<file path="config.mk">
export PLATFORM = sky130hd
export DESIGN_NAME = opcode_dispatcher
export DESIGN_NICKNAME = d
export VERILOG_FILES = /design/src/rtl/opcode_dispatcher_pkg.sv /design/src/rtl/opcode_dispatcher_dispatch_counter.sv /design/src/rtl/opcode_dispatcher.sv
export SDC_FILE = /design/constraint.sdc
export NUM_CORES = 1
export LEC_CHECK = 0
export CORE_MARGIN = 4
export CORE_UTILIZATION = 35
export CTS_BUF_LIST = sky130_fd_sc_hd__clkbuf_2
export DETAILED_ROUTE_END_ITERATION = 7
export DONT_BUFFER_PORTS = 1
export GPL_TIMING_DRIVEN = 0
export PLACE_DENSITY = 0.51
export SETUP_SLACK_MARGIN = 0.2
export SLEW_MARGIN = 20
export SYNTH_ARGS = -nofsm -noshare
export SYNTH_HDL_FRONTEND = slang
export SYNTH_SLANG_ARGS = --single-unit
export TNS_END_PERCENT = 30
</file>
<file path="constraint.sdc">
create_clock -name clk -period 2.5 [get_ports clk]
set_input_delay 0 -clock clk [delete_from_list [all_inputs] [get_ports clk]]
set_output_delay 0 -clock clk [all_outputs]
set_load 0.01 [all_outputs]
</file>
<file path="src/rtl/opcode_dispatcher_pkg.sv">
// Shared opcode encodings, dispatcher state type and opcode classification
// for the motion opcode dispatcher.
package opcode_dispatcher_pkg;

    localparam int OPCODE_BITS = 3;

    localparam logic [OPCODE_BITS-1:0] OP_G00 = 3'd0;
    localparam logic [OPCODE_BITS-1:0] OP_G01 = 3'd1;
    localparam logic [OPCODE_BITS-1:0] OP_G02 = 3'd2;
    localparam logic [OPCODE_BITS-1:0] OP_G03 = 3'd3;

    typedef enum logic [2:0] {
        IDLE,
        TRIGGER,
        WAIT_DONE,
        COOLDOWN,
        ERROR
    } dispatcher_state_t;

    // Only the contiguous G00..G03 block is handled downstream.
    function automatic logic is_supported_op(input logic [31:0] op);
        return op <= 32'(OP_G03);
    endfunction

endpackage

</file>
<file path="src/rtl/opcode_dispatcher_dispatch_counter.sv">
// Loadable down-counter with terminal-count flags; shared between the
// done watchdog and the post-operation settle gap.
module dispatch_counter #(
    parameter int WIDTH = 8
) (
    input  logic             clk,
    input  logic             reset,
    input  logic             load,
    input  logic [WIDTH-1:0] load_value,
    input  logic             en,
    output logic             tc,
    output logic             tc_next
);

    logic [WIDTH-1:0] count_reg;
    logic [WIDTH-1:0] count_next;

    always_comb begin
        count_next = count_reg;
        if (load) begin
            count_next = load_value;
        end else if (en && (count_reg != '0)) begin
            count_next = count_reg - WIDTH'(1);
        end
    end

    always_ff @(posedge clk or posedge reset) begin
        if (reset) begin
            count_reg <= '0;
        end else begin
            count_reg <= count_next;
        end
    end

    // tc_next lets the owner register outputs that depend on the count value
    // the counter will hold in the coming cycle.
    assign tc      = (count_reg == '0);
    assign tc_next = (count_next == '0);

endmodule

</file>
<file path="src/rtl/opcode_dispatcher.sv">
// Sequences one motion opcode at a time into the processor selector:
// accept, single-cycle trigger, wait for done (watchdogged), settle gap.
module opcode_dispatcher
    import opcode_dispatcher_pkg::*;
#(
    parameter int OP_BITS        = OPCODE_BITS,
    parameter int TIMEOUT_CYCLES = 50_000_000,
    parameter int GAP_CYCLES     = 4
) (
    input  logic               clk,
    input  logic               reset,
    input  logic [OP_BITS-1:0] op_in,
    input  logic               op_valid,
    output logic               op_ready,
    input  logic               abort,
    input  logic               clear_err,
    input  logic               done_in,
    output logic [OP_BITS-1:0] op_out,
    output logic               trigger_out,
    output logic               busy,
    output logic               op_done,
    output logic               err_unsupported,
    output logic               err_timeout
);

    localparam int MAX_COUNT = (TIMEOUT_CYCLES > GAP_CYCLES) ? TIMEOUT_CYCLES : GAP_CYCLES;
    localparam int CNT_W     = $clog2(MAX_COUNT + 1);
    localparam bit WDOG_EN   = (TIMEOUT_CYCLES != 0);
    localparam logic [CNT_W-1:0]   GAP_LOAD  = CNT_W'(GAP_CYCLES - 1);
    localparam logic [CNT_W-1:0]   WDOG_LOAD = WDOG_EN ? CNT_W'(TIMEOUT_CYCLES - 1) : '0;
    localparam logic [OP_BITS-1:0] RESET_OP  = OP_BITS'(OP_G00);

    dispatcher_state_t state_reg, state_next;
    logic [OP_BITS-1:0] op_out_reg, op_out_next;
    logic trigger_reg, trigger_next;
    logic busy_reg, busy_next;
    logic op_done_reg, op_done_next;
    logic err_unsup_reg, err_unsup_next;
    logic err_timeout_reg, err_timeout_next;
    logic suppress_reg, suppress_next;

    logic             cnt_load;
    logic [CNT_W-1:0] cnt_load_value;
    logic             cnt_en;
    logic             cnt_tc;
    logic             cnt_tc_next;
    logic             op_supported;

    assign op_supported = is_supported_op(32'(op_in));

    dispatch_counter #(
        .WIDTH (CNT_W)
    ) u_counter (
        .clk        (clk),
        .reset      (reset),
        .load       (cnt_load),
        .load_value (cnt_load_value),
        .en         (cnt_en),
        .tc         (cnt_tc),
        .tc_next    (cnt_tc_next)
    );

    always_comb begin
        state_next       = state_reg;
        op_out_next      = op_out_reg;
        suppress_next    = suppress_reg;
        err_unsup_next   = 1'b0;
        err_timeout_next = err_timeout_reg && !clear_err;
        cnt_load         = 1'b0;
        cnt_load_value   = GAP_LOAD;
        cnt_en           = 1'b0;

        case (state_reg)
            IDLE: begin
                if (op_valid && !abort) begin
                    if (op_supported) begin
                        op_out_next   = op_in;
                        suppress_next = 1'b0;
                        state_next    = TRIGGER;
                    end else begin
                        err_unsup_next = 1'b1;
                    end
                end
            end
            TRIGGER: begin
                if (abort) begin
                    state_next    = COOLDOWN;
                    cnt_load      = 1'b1;
                    suppress_next = 1'b1;
                end else begin
                    state_next     = WAIT_DONE;
                    cnt_load       = 1'b1;
                    cnt_load_value = WDOG_LOAD;
                end
            end
            WAIT_DONE: begin
                // Abort beats done, done beats timeout.
                if (abort) begin
                    state_next    = COOLDOWN;
                    cnt_load      = 1'b1;
                    suppress_next = 1'b1;
                end else if (done_in) begin
                    state_next = COOLDOWN;
                    cnt_load   = 1'b1;
                end else if (WDOG_EN && cnt_tc) begin
                    state_next       = ERROR;
                    err_timeout_next = 1'b1;
                end else begin
                    cnt_en = WDOG_EN;
                end
            end
            COOLDOWN: begin
                if (abort) begin
                    cnt_load      = 1'b1;
                    suppress_next = 1'b1;
                end else if (cnt_tc) begin
                    state_next = IDLE;
                end else begin
                    cnt_en = 1'b1;
                end
            end
            ERROR: begin
                if (clear_err) begin
                    state_next = IDLE;
                end
            end
            default: state_next = IDLE;
        endcase
    end

    // The last gap cycle already reports completion: busy falls with op_done.
    always_comb begin
        trigger_next = (state_next == TRIGGER);
        busy_next    = (state_next inside {TRIGGER, WAIT_DONE, ERROR}) ||
                       ((state_next == COOLDOWN) && !cnt_tc_next);
        op_done_next = (state_next == COOLDOWN) && cnt_tc_next && !suppress_next;
    end

    always_ff @(posedge clk or posedge reset) begin
        if (reset) begin
            state_reg       <= IDLE;
            op_out_reg      <= RESET_OP;
            trigger_reg     <= 1'b0;
            busy_reg        <= 1'b0;
            op_done_reg     <= 1'b0;
            err_unsup_reg   <= 1'b0;
            err_timeout_reg <= 1'b0;
            suppress_reg    <= 1'b0;
        end else begin
            state_reg       <= state_next;
            op_out_reg      <= op_out_next;
            trigger_reg     <= trigger_next;
            busy_reg        <= busy_next;
            op_done_reg     <= op_done_next;
            err_unsup_reg   <= err_unsup_next;
            err_timeout_reg <= err_timeout_next;
            suppress_reg    <= suppress_next;
        end
    end

    assign op_ready        = (state_reg == IDLE) && !abort && !reset;
    assign op_out          = op_out_reg;
    assign trigger_out     = trigger_reg;
    assign busy            = busy_reg;
    assign op_done         = op_done_reg;
    assign err_unsupported = err_unsup_reg;
    assign err_timeout     = err_timeout_reg;

endmodule

</file>
Yosys cells after proc, flatten, opt, wreduce, memory -nomap -nowiden
Cells that the tools add are included.
{ "totals": {"reg_bits": 38, "inputBits": 9, "rom_bits": 0, "output_inout_bits": 9, "mem_count": 0, "latchBits": 0, "ramBits": 0, "word_cells": 74} }
{ "classes": {"add_sub_neg": 1, "reduce_logical": 21, "eq_ne": 8, "multipliers": 0, "bitwise_logic": 0, "div_mod_pow": 0, "n_mux": 34, "n_lt_le_gt_ge": 1, "shifts": 0} }
{ "ops": {"columns": ["cell", "count"], "rows": [
  ["$mux W26", 4],
  ["$logic_not A26 Y1", 2],
  ["$reduce_bool A26 Y1", 1],
  ["$sub A26 B1 Y26 const B", 1],
  ["$mux W3", 8],
  ["$mux W1", 18],
  ["$pmux W3 S5", 1],
  ["$eq A3 B2 Y1 const B", 4],
  ["$logic_and A1 B1 Y1", 8],
  ["$eq A3 B1 Y1 const B", 2],
  ["$eq A3 B3 Y1 const B", 2],
  ["$logic_not A1 Y1", 5],
  ["$pmux W1 S2", 2],
  ["$le A3 B2 Y1 const B", 1],
  ["$logic_not A3 Y1", 1],
  ["$pmux W1 S3", 1],
  ["$reduce_and A3 Y1", 1],
  ["$reduce_bool A3 Y1", 1],
  ["$reduce_or A3 Y1", 1],
  ["$logic_or A1 B1 Y1", 1]
]} }

Depth between registers and ports, before layout
{ "depth": {"word_depth": 12, "ltp_mapped": 11, "mapped_depth_nobuf": 10} }

By module
From an unflattened synthesis, not the netlist that was laid out.
{ "hier_totals": {"cells_unflattened": 251, "area_unflattened_um2": 2294.7} }
{ "by_module_without_submodules": {"columns": ["mod", "seq_area_each_um2", "instances", "cells_per_inst", "area_each_um2"], "rows": [
  ["dispatch_counter", 650.6, 1, 194, 1717.9],
  ["opcode_dispatcher", 300.3, 1, 57, 576.8]
]} }

Least setup slack after synthesis
OpenSTA, ideal clock, no wires.
{ "synth_path": {"kind": "register to register", "startpoint": "register u_counter.count_reg[0]", "endpoint": "register op_done_reg, in the netlist op_done", "arrival_ps": 2538, "n_path_buf": 0, "path_stages_with_launch": 11, "synth_period_minus_slack_ps": 2605, "required_time_ps": 2433, "path_slack_ps": -105, "cell_sequence": "dfrtp_1 -> inv_1 -> ha_1 -> nor3b_1 -> nand4_1 -> nor2_1 -> or3_1 -> nand2_1 -> or4_1 -> nor4b_2 -> and3b_1"} }
{ "synth_via": {"elab_chain_len": 11, "elab_cells_between_ends": 21, "classes_between": "add/sub (1); eq/ne (1); mux (13); reduce/logical (6)"} }
{ "synth_lines": {"columns": ["item", "line", "text"], "rows": [
  ["start, declared", "opcode_dispatcher_dispatch_counter.sv:15", "logic [WIDTH-1:0] count_reg;"],
  ["start signal, assigned", "opcode_dispatcher_dispatch_counter.sv:31", "count_reg <= count_next;"],
  ["$logic_not A26 Y1", "opcode_dispatcher_dispatch_counter.sv:37", "assign tc = (count_reg == '0);"],
  ["$mux W1", "opcode_dispatcher.sv:105, opcode_dispatcher.sv:116", null],
  ["$mux W1", "opcode_dispatcher.sv:102", "end else if (done_in) begin"],
  ["$mux W1", "opcode_dispatcher.sv:98", "if (abort) begin"],
  ["$pmux W1 S2", "opcode_dispatcher.sv:73", "case (state_reg)"],
  ["$logic_and A1 B1 Y1", "opcode_dispatcher_dispatch_counter.sv:22", "end else if (en && (count_reg != '0)) begin"],
  ["$mux W26", "opcode_dispatcher_dispatch_counter.sv:22", null],
  ["$mux W26", "opcode_dispatcher_dispatch_counter.sv:20", "if (load) begin"],
  ["$logic_not A26 Y1", "opcode_dispatcher_dispatch_counter.sv:38", "assign tc_next = (count_next == '0);"],
  ["$logic_and A1 B1 Y1 * (2 in a row)", "opcode_dispatcher.sv:136", "op_done_next = (state_next == COOLDOWN) && cnt_tc_next && !suppress_next;"],
  ["named net op_done_next", "opcode_dispatcher.sv:37", "logic op_done_reg, op_done_next;"],
  ["end signal, assigned", "opcode_dispatcher.sv:154", "op_done_reg <= op_done_next;"],
  ["end, declared", "opcode_dispatcher.sv:37", null]
]} }
Mark *: on every way through the listed nets, which the timed path passes. The rest lies on a longest branch.
A chain may end at the register's enable or synchronous reset.

Worst setup path after layout
{ "layout_path": {"startpoint": "register state_reg[2]", "endpoint": "register op_done_reg, in the netlist op_done"} }
{ "layout_via": {"elab_chain_len": 8, "elab_cells_between_ends": 27, "classes_between": "eq/ne (5); mux (15); reduce/logical (7)"} }
{ "layout_lines": {"columns": ["item", "line", "text"], "rows": [
  ["start, declared", "opcode_dispatcher.sv:33", "dispatcher_state_t state_reg, state_next;"],
  ["start signal, assigned", "opcode_dispatcher.sv:150", "state_reg <= state_next;"],
  ["$eq A3 B2 Y1", "opcode_dispatcher.sv:73", null],
  ["$pmux W1 S2", "opcode_dispatcher.sv:73", null],
  ["$logic_and A1 B1 Y1", "opcode_dispatcher_dispatch_counter.sv:22", null],
  ["$mux W26", "opcode_dispatcher_dispatch_counter.sv:22", null],
  ["$mux W26", "opcode_dispatcher_dispatch_counter.sv:20", null],
  ["$logic_not A26 Y1", "opcode_dispatcher_dispatch_counter.sv:38", null],
  ["$logic_and A1 B1 Y1", "opcode_dispatcher.sv:136", null],
  ["$logic_and A1 B1 Y1 *", "opcode_dispatcher.sv:136", null],
  ["named net op_done_next", "opcode_dispatcher.sv:37", null]
]} }
Marked as above.

==> summary.txt <==
Place
  – GPL Wtd Cong: just over 0.8
  – Pre-CTS setup slack: -0.4198 ns
  – IO Port Bufs: 0
  – Dpl hpwl: about 3.9 mm

Floorplanning
  – Core area: 5991 um^2
  – Die Wd: about 87 um
  – Height of the die: 87.16 um
  – Die area: 7597 um^2
  – Initial Util: 0.3661
  – Rows: 28
  – IO Count: 18

Setup path
  – Reg-to-Reg Start: state_reg[2]$_DFF_PP0_
  – Worst setup path start: state_reg[2]$_DFF_PP0_
  – Worst Reg-to-Reg Cells: 10
  – Critical path class: flip-flop to flip-flop
  – R2r setup slk: -0.30 ns
  – Critical path capture point type: flip-flop
  – RR Endpoint: op_done$_DFF_PP0_
  – CP endpoint: op_done$_DFF_PP0_
  – Startpoint types: flip-flop
  – CP Max Fanout: 4
  – Critical path data required time: approximately 2.9 ns
  – CP Data Arrival Time: 3.18 ns

Layout
  – Area Growth Syn to Fin: 36.22%
  – Diode count: 0
  – Max FFs per register: 26
  – Layout cell share with drive strength beyond 1: 0.3455
  – Fin util: 0.4987
  – Nets: approximately 290

GRT
  – Vias in the first global route: 1,873
  – Total track usage: 0.1638
  – First-pass GRT wire length: 9.618 mm
  – Largest net degree at the start of global routing: 27
  – Grt total ovfl: 0
  – Initial antenna violation count: 0

Power
  – Sw Pwr: 0.001739 W
  – PD cells: between 1000 and 1500 nW/um^2
  – Internal power: 0.002153 W
  – Comb power frac: 0.609
  – Sw Share: 0.4468
  – P_leak: between 1 and 1.5 nW
  – Flop pwr share: 0.264
  – Max IR drop VDD: approximately 0.61 mV
  – Clock share of power: 0.127

STA
  – # setup viols final: 2
  – RSZ-0062 raised after global routing: yes
  – F_max: ~360 MHz
  – Final period util: 1.121
  – Final hold violations: 0
  – Max_slew headroom: 0.5985
  – Fin Setup TNS: -0.5651 ns
  – Min Tclk post-route: 2.802 ns
  – Worst slew pin tran: 0.6022 ns
  – Final Skew: 0.03049 ns
  – Worst Setup Slack, final: -0.3021 ns
  – Slew Viols, Final: 0

Route
  – Remaining DRCs: 0
  – Vias/cell: 5.586
  – Routed WL per cell: 17.43 um
  – Final ANT Viol Nets: 0
  – Via count: 1,955
  – Starting DRC count in detailed routing: 129
  – Post-Route WL: between 6 and 7 mm
  – First drt pass iteration count: 4

Flow run
  – Max_cap viols: 0

Clocking
  – Worst-path clk slew: about 0.23 ns
  – Clock sinks: 38
  – Clk Latency, worst-skew pair: ~0.43 ns
  – Cts bufs inserted: 5
  – Root Buffer: clkbuf_2
  – H-tree depth: 2
  – CTS Buffer Depth: 2
  – CTS tree: yes

Synth
  – Post-synth EDFFs: 0
  – Seq/Total Area, Yosys: 0.4335
  – Mean Syn Cell Area: 10.11 um^2
  – Yosys cell types: 57
  – Async SR Flop Fraction: 1.000
  – Syn Inst Count: 217
  – Main synth FF type: dfrtp_1
  – Synthesized area: 2193 um^2
  – Seq cells post-synth: 38
  – Synth warnings: 0
  – Post-synthesis net count: 228

Status
  – Status: complete, but fails checks
  – Failing checks: negative setup slack

Worst hold path
  – Worst Hold Class: input port to flip-flop
  – Hold Path Depth: 4
## worst max-delay path, stage by stage (launching register included)
cell and delay, ns:
dfrtp_1 0.45, or3b_4 0.43, nor2_4 0.15, o211ai_2 0.11, buf_6 0.16, buf_6 0.11, o211ai_1 0.24, nand3_2 0.11
or4_4 0.50, nor4b_4 0.27, and3b_1 0.20
## synthesized netlist by cell type (2+ instances only)
master / number / area, um^2
nor2b_1: 3 / 18.77
nand4_1: 4 / 25.02
or2_1: 5 / 31.28
dfrtp_1: 38 / 950.9
nand2b_1: 3 / 18.77
xor2_1: 3 / 26.28
inv_1: 6 / 22.52
o21ai_1: 2 / 10.01
mux2i_1: 2 / 20.02
nor2_1: 22 / 82.58
o21ai_0: 8 / 40.04
a21o_1: 2 / 15.01
xnor2_1: 11 / 96.34
ha_1: 2 / 25.02
or4_1: 2 / 15.01
nor3_1: 7 / 35.03
a21oi_1: 7 / 35.03
a31oi_1: 2 / 12.51
o31ai_1: 4 / 30.03
nor3b_1: 2 / 15.01
mux2_2: 2 / 22.52
nor4_4: 4 / 85.08
nor4_1: 4 / 25.02
o211ai_1: 5 / 37.54
clkbuf_1: 4 / 15.01
or3_1: 9 / 56.30
or2_2: 2 / 12.51
nand2_1: 13 / 48.80
nand3_1: 8 / 40.04
o311ai_0: 4 / 35.03
## kinds of logic after synthesis
kind of cell | Yosys count | share of synthesized area
AND/OR/NAND/NOR | 101 | 0.2943
buffers and inverters | 12 | 0.02395
flip-flops | 38 | 0.4335
AO/OA/AOI/OAI | 46 | 0.1614
multiplexers | 4 | 0.01939
XOR/XNOR | 14 | 0.05591
adder cells (fa/ha/maj) | 2 | 0.01141
## per-layer routing
layer,up-vias,global-route usage,routed length [um]
met4,0,0.04603,79
li1,923,-,-
met1,999,0.2264,2897
met3,8,0.03406,159
met2,25,0.2595,2963
met5,-,0,0
## worst min path at each step
stage | from | end | slack, ns
6_report | abort | u_counter.count_reg[4]$_DFF_PP0_ | 0.03
5_1_grt | abort | u_counter.count_reg[4]$_DFF_PP0_ | 0.03
4_1_cts | abort | u_counter.count_reg[4]$_DFF_PP0_ | 0.001
3_5_place_dp | reset | state_reg[2]$_DFF_PP0_ | -0.13
3_3_place_gp | reset | op_ready | 0.05
2_1_floorplan | reset | op_ready | 0.05
## cells in the final DEF, fill, tap and decap left out, drive strengths merged, types with 3 or more instances in the layout
master / n
inv: 6
or3: 9
xor2: 3
nand2b: 3
or2: 7
nor3: 7
o211ai: 7
nor4: 9
nand3: 9
o311ai: 6
clkbuf: 9
buf: 39
nor2b: 3
o21ai: 11
o31ai: 4
dlygate4sd3: 13
nand4: 4
dfrtp: 38
nor2: 23
a21oi: 7
xnor2: 11
nand2: 14
## power groups by stage
stage	Clock [W]	Sequential, W	Combinational [W]
global route	0.000525	0.00105	0.00254
finish	0.000495	0.00103	0.00237
global placement	0	0.00102	0.00153
floorplan	0	0.000973	0.00121
CTS	0.000497	0.00101	0.00204
detailed placement	0	0.00102	0.00154
## area by class of cell
class                           count  area, um^2
Sequential cell                    38       957.2
Timing Repair Buffer               50       447.9
Buffer                              6       31.28
Clock buffer                        5       25.02
Multi-Input combinational cell    167        1346
Fill cell                         543        3003
Clock inverter                      3       63.81
Inverter                            6       22.52
Tap cell                           75       93.84
## metrics by stage
stage	total power [W]	instances	hold WS, ns	area, um^2
floorplan	0.002180	217	0.04753	2205
global placement	0.002551	292	0.05250	2298
detailed placement	0.002557	293	-0.1315	2318
CTS	0.003540	336	0.001050	2786
global route	0.004115	350	0.02539	2988
finish	0.003892	350	0.02761	2988
## timing repair
item,4_1_cts,5_1_grt
setup endpoints to repair,10,12
setup buffers,23,13
hold endpoints to repair,50,2
hold buffers,12,1
pin swaps,13,20
resized for setup,18,22
cloned,0,0
(Power assumes the default switching activity.)
